==> src/rtl/packet_serializer.sv <==
// Latches one outgoing packet and streams it byte-wise over a valid/ready port once okToSend grants the slot.
// Optional: define PKT_CHECKSUM_EN to append an XOR checksum byte (bytes 1..16) as byte 17.
module packet_serializer #(
  parameter int                   WORD_WIDTH = 16,
  parameter int                   MEM_WIDTH  = 8,
  parameter logic [MEM_WIDTH-1:0] PREAMBLE   = 8'hA5
) (
  input  logic                  clk,
  input  logic                  rst,
  input  logic                  load,
  input  logic                  okToSend,
  input  logic [2:0]            rPacketType,
  input  logic [WORD_WIDTH-1:0] rSourceID,
  input  logic [WORD_WIDTH-1:0] rDestinationID,
  input  logic [WORD_WIDTH-1:0] rSourceHops,
  input  logic [WORD_WIDTH-1:0] rQValue,
  input  logic [WORD_WIDTH-1:0] rEnergyLeft,
  input  logic [WORD_WIDTH-1:0] rChosenCH,
  input  logic [WORD_WIDTH-1:0] rHopsFromCH,
  input  logic [5:0]            rTimeslot,
  output logic [MEM_WIDTH-1:0]  tx_data,
  output logic                  tx_valid,
  input  logic                  tx_ready,
  output logic                  busy,
  output logic                  tx_done,
  output logic                  overrun
);

  localparam int NUM_WORDS = 7;
`ifdef PKT_CHECKSUM_EN
  localparam int NUM_BYTES = 18;
`else
  localparam int NUM_BYTES = 17;
`endif
  localparam logic [4:0] LAST_IDX = 5'(NUM_BYTES - 1);

  typedef enum logic [1:0] {IDLE, WAIT_SLOT, SEND, DONE} stateType;

  stateType              stateReg, stateNext;
  logic [2:0]            typeReg;
  logic [5:0]            slotReg;
  logic [WORD_WIDTH-1:0] wordIn  [NUM_WORDS];
  logic [WORD_WIDTH-1:0] wordReg [NUM_WORDS];
  logic [MEM_WIDTH-1:0]  pktBytes [NUM_BYTES];
  logic [4:0]            idxReg;
  logic [4:0]            idxNext;
  logic [MEM_WIDTH-1:0]  txDataReg;
  logic                  txValidReg;
  logic                  overrunReg;
  logic                  acceptByte;
  logic                  lastAccept;

  assign wordIn[0] = rSourceID;
  assign wordIn[1] = rDestinationID;
  assign wordIn[2] = rSourceHops;
  assign wordIn[3] = rQValue;
  assign wordIn[4] = rEnergyLeft;
  assign wordIn[5] = rChosenCH;
  assign wordIn[6] = rHopsFromCH;

  // Packet image is built from the latched fields, which only change in IDLE.
  always_comb begin
    logic [MEM_WIDTH-1:0] chk;
    pktBytes[0] = PREAMBLE;
    pktBytes[1] = {{(MEM_WIDTH-3){1'b0}}, typeReg};
    for (int i = 0; i < NUM_WORDS; i++) begin
      pktBytes[2 + 2*i] = wordReg[i][WORD_WIDTH-1 -: MEM_WIDTH];
      pktBytes[3 + 2*i] = wordReg[i][MEM_WIDTH-1:0];
    end
    pktBytes[16] = {{(MEM_WIDTH-6){1'b0}}, slotReg};
    chk = '0;
    for (int i = 1; i <= 16; i++) begin
      chk = chk ^ pktBytes[i];
    end
`ifdef PKT_CHECKSUM_EN
    pktBytes[17] = chk;
`endif
  end

  always_ff @(posedge clk or posedge rst) begin
    if (rst) stateReg <= IDLE;
    else     stateReg <= stateNext;
  end

  always_comb begin
    stateNext  = stateReg;
    acceptByte = txValidReg & tx_ready;
    lastAccept = acceptByte && (idxReg == LAST_IDX);
    busy       = (stateReg != IDLE);
    tx_done    = (stateReg == DONE);
    case (stateReg)
      IDLE:      if (load)       stateNext = WAIT_SLOT;
      WAIT_SLOT: if (okToSend)   stateNext = SEND;
      SEND:      if (lastAccept) stateNext = DONE;
      DONE:                      stateNext = IDLE;
      default:                   stateNext = IDLE;
    endcase
  end

  assign idxNext = idxReg + 5'd1;

  // First cycle of SEND only primes the output register, so tx_valid is purely registered.
  always_ff @(posedge clk or posedge rst) begin
    if (rst) begin
      typeReg    <= '0;
      slotReg    <= '0;
      for (int i = 0; i < NUM_WORDS; i++) wordReg[i] <= '0;
      idxReg     <= '0;
      txDataReg  <= '0;
      txValidReg <= 1'b0;
      overrunReg <= 1'b0;
    end else begin
      if (load && stateReg == IDLE) begin
        typeReg <= rPacketType;
        slotReg <= rTimeslot;
        for (int i = 0; i < NUM_WORDS; i++) wordReg[i] <= wordIn[i];
      end
      if (load && stateReg != IDLE) overrunReg <= 1'b1;
      if (stateReg == WAIT_SLOT) idxReg <= '0;
      if (stateReg == SEND) begin
        if (!txValidReg) begin
          txValidReg <= 1'b1;
          txDataReg  <= pktBytes[idxReg];
        end else if (tx_ready) begin
          if (idxReg == LAST_IDX) begin
            txValidReg <= 1'b0;
            txDataReg  <= '0;
          end else begin
            idxReg    <= idxNext;
            txDataReg <= pktBytes[idxNext];
          end
        end
      end
    end
  end

  assign tx_data  = txDataReg;
  assign tx_valid = txValidReg;
  assign overrun  = overrunReg;

endmodule
==> config.mk <==
export PLATFORM = sky130hd
export DESIGN_NAME = packet_serializer
export DESIGN_NICKNAME = d
export VERILOG_FILES = /design/src/rtl/packet_serializer.sv
export SDC_FILE = /design/constraint.sdc
export NUM_CORES = 1
export LEC_CHECK = 0
export BUFFER_PORTS_ARGS = -buffer_cell sky130_fd_sc_hd__clkbuf_2
export CAP_MARGIN = 20
export CORE_MARGIN = 1
export CORE_UTILIZATION = 50
export DETAILED_ROUTE_END_ITERATION = 8
export PLACE_DENSITY = 0.76
export SLEW_MARGIN = 15
export SYNTH_ARGS = -nofsm -noshare
export SYNTH_HDL_FRONTEND = slang
export SYNTH_SLANG_ARGS = --single-unit
==> constraint.sdc <==
create_clock -name clk -period 3.9 [get_ports clk]
set_clock_uncertainty 0.05 [all_clocks]
set_input_delay 0.39 -clock clk [delete_from_list [all_inputs] [get_ports clk]]
set_output_delay 0.39 -clock clk [all_outputs]
set_load 0.02 [all_outputs]
==> impl_metrics.ini <==
[power]
p_int_uw = 4820
power_uw = 7280
swShare_pct = 33.8
leakage_uw = 0.00379
p_switching_uw = 2460
ir_drop_v = 0.000399
p_comb_share_pct = 39.0
power_frac_clock_pct = 22.3
p_seq_share_pct = 38.8
power_density_mw_per_mm2 = 815

[clock_tree]
cts_resized = 0
cts_tree = done
post_cts_buffers = 0
path_clk_slew_ps = 60
ctsHtreeMaxLevel = 4
cts-root-buf = clkbuf_16
clock-sinks = 138
holdBufCountCts = 1
insertion_delay_ps = 430
cts_buffers = 17
cts_max_path_buffers = 2

[worst_setup_path]
worst_setup_path_start_kind = flop
worst-path-buf-inv = 2
critPathRequiredTime_ps = 4130
crit_slowest_cell = dfrtp_4
worstPathArrival_ps = 3080
critical_path_class = flop to flop
crit_path_max_fanout = 32
worst_path_largest_cell_delay_ps = 720
crit_family = flip-flops
crit_chain = inv_1, ha_1, buf_12, mux4_2, mux2i_1, a221o_1, a41oi_2
endpoint_kind = flop

[worst_hold_path]
hp-class = primary input to flop

[sta]
fmax_mhz = 350
layout_min_cycle_time_ps = 2850
fin_tns_setup_ps = 0
drv_slew = 0
fin_crit_sh_pct = 73.2
finalHoldViolCount = 0
relSlewSlack_pct = 40.6
setup_violations = 0
tightest_slew_ps = 891
grt_setup_unrepaired = false

[grt]
grt_max_degree = 64
grt_use_total_pct = 24.6
grt_antenna_before_repair = 0
grt_pass1_vias = 5727
overflow = 0
grt_pass1_wl_microns = 29400

[finish]
drive_gt1_share_pct = 49.4
fill_cells = 1133
final_util_pct = 61.2
fin_area_sq_mm = 0.00892
area_delta_synth_final_pct = 18.9
fin_nets = 838
n_antenna_cell = 0

[floorplan]
die_w_microns = 125
io_pins = 138
die_area_sq_mm = 0.0155
start_util_pct = 51.4
fp-row-count = 44
core_sq_mm = 0.0146
die_h_microns = 125

[synth]
synth_edf_count = 0
synth_cell_types = 58
synth_cells = 582
synth_area_leaders = dfrtp_1 (46%), mux2_2 (19%), mux4_2 (12%), mux2i_1 (2.8%), nand2_1 (2.7%)
synth_nets = 714
synthFlopType = dfrtp_1
ys_seq_area_share_pct = 46.0
avgSynthCellArea_sq_um = 12.9
yosysWarnings = 0
yosys.area.top_type_share_pct = 46.0
syn_area_sq_mm = 0.00751
async_flop_share_pct = 100
synth_commonest_cells = dfrtp_1 (138), mux2_2 (127), nand2_1 (54), mux4_2 (39), mux2i_1 (21)
yosysMostFrequentCell = dfrtp_1
yosysTopAreaCell = dfrtp_1
ys_ff_latch = 138

[route]
drt-initial-drc-count = 364
drtPass1Iterations = 5
antenna_left = 0
avgViaCountPerCell = 6.11
finalWirelength_microns = 18000
drc = 0
num_vias = 5508
wl_per_cell_microns = 19.9

[placement]
place_hpwl_microns = 13100
placed_cell_area_sq_mm = 0.00832
port_buffers = 137
gp_congestion = 0.914

[run]
maxCapViolCount = 0

[outcome]
status = completed
power groups by stage:
stage               clock network, uW  registers (uW)  logic, uW
floorplan                           0            2540       2360
global placement                    0            2780       2720
detailed placement                  0            2830       2820
CTS                              1650            2810       2840
global route                     1720            2910       3070
finish                           1620            2820       2830
path summary, 6_finish.rpt:
kind	from	end	slack, ps	cells past startpoint
worst max-delay path	idxReg[0]	tx_data[3]	1050	7
worst min-delay path	rDestinationID[3]	pktBytes[91]	140	2
worst max register to register	idxReg[0]	tx_data[3]	1050	7
worst min register to register	overrun	overrun	410	1
max in group asynchronous	rst	pktBytes[118]	2590	4
min in group asynchronous	rst	pktBytes[64]	360	3
registers in the layout, summed over array words and instances (netlist names):
register / count
tx_valid: 1
slotReg: 6
idxReg: 5
tx_data: 8
overrun: 1
stateReg: 2
typeReg: 3
pktBytes: 112
worst reg2reg max path: cells and delay by family, from the launching register on:
family          cells  cell delay [ps]
mux                 2              490
flops               1              720
compound gates      2              300
buf+inv             2              460
fa+ha+maj           1              690
layout by cell type (no fill, tap or decap), drive strengths merged, types with 7 or more instances in the layout:
cell type,count
clkbuf,156
mux4,39
nand2b,8
buf,11
nand2,54
nand3,15
a21oi,10
a31oi,9
mux2i,21
dfrtp,138
inv,7
nor2,13
o21ai,10
mux2,127
cell type report:
cell class / instances / area, sq um / area share (%)
multi-input combinational: 393 / 3810 / 42.7
sequential: 138 / 3460 / 38.7
timing repair buffer: 149 / 803 / 9.00
clock buffer: 19 / 443 / 4.96
tap: 184 / 230 / 2.58
clock inverter: 12 / 149 / 1.67
inverter: 7 / 30.0 / 0.337
routing by layer:
| metal | up-vias | track usage, % | wire (microns) |
|---|---|---|---|
| met4 | 0 | 8.72 | 361 |
| met3 | 36 | 7.43 | 1290 |
| li1 | 2450 | - | - |
| met1 | 2805 | 30.8 | 7410 |
| met5 | - | 0 | 0 |
| met2 | 217 | 40.4 | 8930 |
stage by stage:
| stage | instances | hold slack [ps] | setup slack (ps) |
|---|---|---|---|
| 4_1_cts | 902 | 132 | 1080 |
| 5_1_grt | 902 | 125 | 806 |
| 6_report | 902 | 141 | 1050 |
| 3_3_place_gp | 870 | 241 | 1170 |
| 2_1_floorplan | 582 | 423 | 1200 |
| 3_5_place_dp | 870 | 240 | 1090 |
cell families (layout without fill, tap and decap cells):
family / Yosys count / after routing / synth area share [%]
AOI/OAI and AO/OA: 76 / 76 / 7.40
xor gates and xnor gates: 4 / 4 / 0.767
adders and majority gates: 6 / 6 / 1.00
DFF: 138 / 138 / 46.0
buffers and inverters: 51 / 187 / 3.32
muxes: 187 / 187 / 33.6
and+or+nand+nor: 120 / 120 / 7.95
Note: power is estimated with default switching activity, not from simulation.
